$ cat src/rtl/status_pkg.sv
// Shared encodings for the condition-flag unit: flag bit positions, condition
// codes and the branch-condition decoder used by the eval path.
package status_pkg;

    localparam int FLAG_Z = 0;
    localparam int FLAG_N = 1;
    localparam int FLAG_C = 2;
    localparam int FLAG_V = 3;

    typedef enum logic [3:0] {
        CC_AL = 4'd0,
        CC_EQ = 4'd1,
        CC_NE = 4'd2,
        CC_CS = 4'd3,
        CC_CC = 4'd4,
        CC_MI = 4'd5,
        CC_PL = 4'd6,
        CC_VS = 4'd7,
        CC_VC = 4'd8,
        CC_HI = 4'd9,
        CC_LS = 4'd10,
        CC_GE = 4'd11,
        CC_LT = 4'd12,
        CC_GT = 4'd13,
        CC_LE = 4'd14,
        CC_NV = 4'd15
    } cc_e;

    function automatic logic cond_eval(input logic [3:0] cc, input logic [3:0] f);
        logic z;
        logic n;
        logic c;
        logic v;
        logic r;
        z = f[FLAG_Z];
        n = f[FLAG_N];
        c = f[FLAG_C];
        v = f[FLAG_V];
        case (cc_e'(cc))
            CC_AL:   r = 1'b1;
            CC_EQ:   r = z;
            CC_NE:   r = ~z;
            CC_CS:   r = c;
            CC_CC:   r = ~c;
            CC_MI:   r = n;
            CC_PL:   r = ~n;
            CC_VS:   r = v;
            CC_VC:   r = ~v;
            CC_HI:   r = c & ~z;
            CC_LS:   r = ~c | z;
            CC_GE:   r = (n == v);
            CC_LT:   r = (n != v);
            CC_GT:   r = ~z & (n == v);
            CC_LE:   r = z | (n != v);
            CC_NV:   r = 1'b0;
            default: r = 1'b0;
        endcase
        return r;
    endfunction

endpackage

$ cat src/rtl/status_shadow_stack.sv
// LIFO of saved flag sets for interrupt entry/return. Illegal requests
// (push full, pop empty, push with pop) leave the stack alone and raise a sticky error.
module status_shadow_stack #(
    parameter int DEPTH = 4,
    parameter int W     = 4
) (
    input  logic         clk,
    input  logic         rst_n,
    input  logic         push,
    input  logic         pop,
    input  logic         clr_err,
    input  logic [W-1:0] din,
    output logic [W-1:0] dout,
    output logic         pop_ok,
    output logic         empty,
    output logic         full,
    output logic         err
);

    localparam int CNT_W = $clog2(DEPTH + 1);
    localparam int IDX_W = (DEPTH > 1) ? $clog2(DEPTH) : 1;
    localparam logic [CNT_W-1:0] CNT_ONE  = CNT_W'(1);
    localparam logic [CNT_W-1:0] CNT_FULL = CNT_W'(DEPTH);

    logic [CNT_W-1:0] count_r;
    logic [CNT_W-1:0] count_next_s;
    logic [W-1:0]     mem_r [DEPTH];
    logic             empty_r;
    logic             full_r;
    logic             err_r;
    logic             push_ok_s;
    logic             pop_ok_s;
    logic             err_set_s;
    logic [IDX_W-1:0] wr_idx_s;
    logic [IDX_W-1:0] rd_idx_s;

    // Accept/reject decision and next occupancy.
    always_comb begin
        push_ok_s    = push & ~pop & ~full_r;
        pop_ok_s     = pop & ~push & ~empty_r;
        err_set_s    = (push & pop) | (push & ~pop & full_r) | (pop & ~push & empty_r);
        wr_idx_s     = IDX_W'(count_r);
        rd_idx_s     = IDX_W'(count_r - CNT_ONE);
        count_next_s = count_r;
        if (push_ok_s) begin
            count_next_s = count_r + CNT_ONE;
        end else if (pop_ok_s) begin
            count_next_s = count_r - CNT_ONE;
        end else begin
            count_next_s = count_r;
        end
    end

    // Occupancy, status flags and the sticky error bit.
    always_ff @(posedge clk or negedge rst_n) begin
        if (!rst_n) begin
            count_r <= {CNT_W{1'b0}};
            empty_r <= 1'b1;
            full_r  <= 1'b0;
            err_r   <= 1'b0;
        end else begin
            count_r <= count_next_s;
            empty_r <= (count_next_s == {CNT_W{1'b0}});
            full_r  <= (count_next_s == CNT_FULL);
            if (err_set_s) begin
                err_r <= 1'b1;
            end else if (clr_err) begin
                err_r <= 1'b0;
            end else begin
                err_r <= err_r;
            end
        end
    end

    // Entry storage; cleared on reset so no stale flag set can be restored.
    always_ff @(posedge clk or negedge rst_n) begin
        if (!rst_n) begin
            for (int i = 0; i < DEPTH; i++) begin
                mem_r[i] <= {W{1'b0}};
            end
        end else if (push_ok_s) begin
            mem_r[wr_idx_s] <= din;
        end else begin
            mem_r[wr_idx_s] <= mem_r[wr_idx_s];
        end
    end

    assign dout   = mem_r[rd_idx_s];
    assign pop_ok = pop_ok_s;
    assign empty  = empty_r;
    assign full   = full_r;
    assign err    = err_r;

endmodule

$ cat src/rtl/status_flag_unit.sv
// Condition-flag unit: derives and stores Z/N/C/V, tracks sticky overflow,
// saves/restores flag sets via the shadow stack and answers branch queries.
module status_flag_unit
    import status_pkg::*;
#(
    parameter int DATA_W       = 16,
    parameter int SHADOW_DEPTH = 4,
    parameter int FWD          = 0
) (
    input  logic              clk,
    input  logic              rst_n,
    input  logic [DATA_W-1:0] result,
    input  logic              carry_out,
    input  logic              carry_msb_in,
    input  logic              flag_we,
    input  logic [3:0]        flag_mask,
    input  logic              eval,
    input  logic [3:0]        cc,
    input  logic              push,
    input  logic              pop,
    input  logic              clear_sticky,
    output logic [3:0]        flags,
    output logic              sticky_v,
    output logic              status,
    output logic              status_valid,
    output logic              shadow_empty,
    output logic              shadow_full,
    output logic              shadow_err
);

    logic [3:0] flags_r;
    logic       sticky_r;
    logic       status_r;
    logic       valid_r;
    logic [3:0] next_flags_s;
    logic [3:0] wmask_s;
    logic [3:0] commit_s;
    logic [3:0] eval_flags_s;
    logic [3:0] pop_data_s;
    logic       pop_ok_s;
    logic       sv_set_s;

    status_shadow_stack #(
        .DEPTH (SHADOW_DEPTH),
        .W     (4)
    ) u_shadow (
        .clk     (clk),
        .rst_n   (rst_n),
        .push    (push),
        .pop     (pop),
        .clr_err (clear_sticky),
        .din     (flags_r),
        .dout    (pop_data_s),
        .pop_ok  (pop_ok_s),
        .empty   (shadow_empty),
        .full    (shadow_full),
        .err     (shadow_err)
    );

    // Candidate flags, masked merge, pop override and the eval source select.
    always_comb begin
        next_flags_s         = 4'b0000;
        next_flags_s[FLAG_Z] = (result == {DATA_W{1'b0}});
        next_flags_s[FLAG_N] = result[DATA_W-1];
        next_flags_s[FLAG_C] = carry_out;
        next_flags_s[FLAG_V] = carry_out ^ carry_msb_in;
        wmask_s              = flag_mask & {4{flag_we}};
        if (pop_ok_s) begin
            commit_s = pop_data_s;
        end else begin
            commit_s = (flags_r & ~wmask_s) | (next_flags_s & wmask_s);
        end
        sv_set_s = wmask_s[FLAG_V] & next_flags_s[FLAG_V] & ~pop_ok_s;
        if (FWD != 0) begin
            eval_flags_s = commit_s;
        end else begin
            eval_flags_s = flags_r;
        end
    end

    // Flag register, sticky overflow and the registered branch status.
    always_ff @(posedge clk or negedge rst_n) begin
        if (!rst_n) begin
            flags_r  <= 4'b0000;
            sticky_r <= 1'b0;
            status_r <= 1'b0;
            valid_r  <= 1'b0;
        end else begin
            flags_r <= commit_s;
            valid_r <= eval;
            if (sv_set_s) begin
                sticky_r <= 1'b1;
            end else if (clear_sticky) begin
                sticky_r <= 1'b0;
            end else begin
                sticky_r <= sticky_r;
            end
            if (eval) begin
                status_r <= cond_eval(cc, eval_flags_s);
            end else begin
                status_r <= status_r;
            end
        end
    end

    assign flags        = flags_r;
    assign sticky_v     = sticky_r;
    assign status       = status_r;
    assign status_valid = valid_r;

endmodule

$ cat config.mk
export PLATFORM = sky130hd
export DESIGN_NAME = status_flag_unit
export DESIGN_NICKNAME = d
export VERILOG_FILES = /design/src/rtl/status_pkg.sv /design/src/rtl/status_shadow_stack.sv /design/src/rtl/status_flag_unit.sv
export SDC_FILE = /design/constraint.sdc
export NUM_CORES = 1
export LEC_CHECK = 0
export ABC_AREA = 1
export CAP_MARGIN = 20
export CORE_AREA = 2 2 66 68
export CTS_CLUSTER_SIZE = 24
export DETAILED_ROUTE_END_ITERATION = 8
export DIE_AREA = 0 0 68 70
export PLACE_DENSITY = 0.8
export SLEW_MARGIN = 20
export SYNTH_ARGS = -nofsm -noshare
export SYNTH_HDL_FRONTEND = slang
export SYNTH_HIERARCHICAL = 1
export SYNTH_SLANG_ARGS = --single-unit
$ cat constraint.sdc
create_clock -name clk -period 2 [get_ports clk]
set_input_delay 0.4 -clock clk [delete_from_list [all_inputs] [get_ports clk]]
set_output_delay 0.4 -clock clk [all_outputs]
set_load 0.05 [all_outputs]
==> results.cfg <==
[cts]
clock_latency_ns = 0.29
cts_tree = built
clkTransAtPathRegs_ns = 0.07
cts.path.max_buffers = 2
cts_setup_buffers = 0
cts_root_buf = clkbuf_8
clkSinkCount = 29
numCtsBuffers = 5
ctsHoldBuffers = 0
htreeDepth = 2
cts.repair.resized = 0

[global_routing]
antenna_found_initial = 0
overflow = 0
grt_max_degree = 30
track_usage = 0.2562
grt_pass1_vias = 2137
grt_pass1_wl_um = 9232

[critical_path]
worstSetupStartpointType = flip-flop
critPathKind = reg -> out
cp_top_family = buffers and inverters
slowest_stage = clkdlybuf4s50_1
critPathCaptureType = output pin
arrival_ns = 1.46
cp.required_ns = 1.60
path_cells = clkdlybuf4s50_1
crit_path_max_fanout = 2
slowest_delay_ns = 0.81
path_buf_inv = 1

[flow_run]
drv_cap = 0

[die]
fp.dieW_um = 68
pin_count = 43
initial_utilization = 0.4792
std_cell_rows = 24
coreArea_um2 = 4144
die_y_um = 70
die_area_um2 = 4760

[placed_design]
finalWeightedCongestion = 0.8603
dpl.hpwl_um = 3835
port_buffers = 42
pre_cts_ws_ns = 0.08071

[cells_and_area]
seq_area_um2 = 726.9
drive_gt1_frac = 0.09659
areaGrowthSynthToFinish_pct = 29.36
n_fill_cell = 377
nets = 389
insertedDiodeCount = 0
final_cell_mix = nand2_1 (112), inv_1 (38), nor2_1 (37), clkdlybuf4s50_1 (37), dfrtp_1 (28)
mostFrequentLayoutCell = nand2_1
multiInputGateArea_um2 = 1062

[timing]
tns_ns = 0
worst_slew_pin_slew_ns = 0.5069
fin_crit_ns = 1.862
skew_ns = 0.006094
timing.fmax_ghz = 0.5371
hold_violations = 0
setup_ws_ns = 0.1382
setup_violations = 0
finalMaxSlewViolations = 0
fin_crit_sh = 0.9309
holdWs_ns = 0.4994
maxSlewHeadroom = 0.6610
rsz0062_at_grt = false

[routing]
via_per_inst = 5.144
drt_iter0_drc = 132
drt_pre_antenna_iters = 5
routed_wl_um = 5230
drt_drc_violations_left = 0
postRouteAntennaNets = 0
vias = 2078
wl_per_cell_um = 12.95

[synth]
synth_warnings = 6
avgSynthCellArea_um2 = 6.597
post_synth_instance_area_um2 = 1986
ys_types = 32
synth_nets = 339
ys_seq_elements = 29
synthCells = 301
ys_seq_area_frac = 0.3661

[pwr]
total_power_mw = 3.794
leakagePower_nw = 1.391
combPwrFrac = 0.561
ir_drop_mv = 1.159
p_per_area_nw_per_um2 = 1477
p_switching_mw = 1.864
clkPwrFrac = 0.144
pwr-share-seq = 0.294
swShare = 0.4913
internal-power_mw = 1.930

[min_path]
hp-class = in -> async

[status]
outcome = finished, final reports clean
## through the flow
stage,cells,area (um^2),utilization
floorplan,301,1986,-
global placement,396,2467,0.5954
detailed placement,396,2467,0.5954
CTS,404,2569,0.6199
global route,404,2569,0.6199
finish,404,2569,0.6199
## area by class of cell
type,count,area share
Timing Repair Buffer,47,0.1734
Multi-Input combinational cell,224,0.4135
Clock inverter,1,0.001948
Clock buffer,7,0.03751
Tap cell,52,0.02533
Sequential cell,29,0.2830
Inverter,44,0.06527
## power groups by stage
stage | sequential [mW] | combinational (mW) | clock (mW)
floorplan | 1.28 | 1.31 | 0
global placement | 1.11 | 2.07 | 0
detailed placement | 1.12 | 2.11 | 0
CTS | 1.11 | 2.13 | 0.553
global route | 1.15 | 2.42 | 0.577
finish | 1.12 | 2.13 | 0.548
## worst paths after layout
check / start / end / slack [ns] / depth (start not counted)
max reg2reg: u_shadow/count_r[1]$_DFF_PN0_ / flip-flop / 0.32 / 7
min: rst_n / u_shadow/mem_r[9]$_DFFE_PN0N_ / 0.50 / 2
max: u_shadow/full$_DFF_PN0_ / shadow_full / 0.14 / 1
min in group clk: u_shadow/mem_r[5]$_DFFE_PN0N_ / u_shadow/mem_r[5]$_DFFE_PN0N_ / 0.50 / 2
max in group asynchronous: rst_n / u_shadow/empty$_DFF_PN1_ / 1.17 / 2
min reg2reg: u_shadow/mem_r[5]$_DFFE_PN0N_ / u_shadow/mem_r[5]$_DFFE_PN0N_ / 0.50 / 2
## cell usage after synthesis
cell type	number	area, um^2
a21oi_1	4	20.02
a21oi_2	1	8.760
a31oi_1	2	12.51
buf_2	2	10.01
buf_4	1	7.510
buf_6	1	11.26
clkinv_1	2	7.510
dfrtp_1	28	700.7
dfstp_2	1	26.28
ha_1	5	62.56
inv_1	38	142.6
inv_2	3	11.26
inv_4	1	6.260
nand2_1	112	420.4
nand2_2	3	18.77
nand3_1	15	75.07
nand3_2	2	20.02
nand3b_1	1	7.510
nand3b_4	1	20.02
nand4_1	3	18.77
nor2_1	37	138.9
nor2_2	2	12.51
nor4_1	1	6.260
nor4_2	1	12.51
o211ai_1	4	30.03
o21ai_0	12	60.06
o21ai_1	2	10.01
o221ai_1	1	8.760
o22ai_1	4	25.02
or2_1	8	50.05
or2_2	1	6.260
xor2_1	2	17.52
## cell families (layout without fill, tap and decap cells)
| family | count (synthesis) | after routing | synth area share |
|---|---|---|---|
| compound gates | 30 | 30 | 0.08822 |
| xor+xnor | 2 | 2 | 0.008823 |
| fa+ha+maj | 5 | 5 | 0.03151 |
| buf+inv | 48 | 99 | 0.09893 |
| flops | 29 | 29 | 0.3661 |
| simple gates | 187 | 187 | 0.4064 |
## per-layer routing
layer,global-route usage,routed length (um),up-vias
li1,-,-,1038
met1,0.3024,2105,959
met2,0.4347,2694,70
met3,0.05797,297,11
met4,0.1089,132,0
met5,0,0,-
Note: power is estimated with default switching activity, not from simulation.
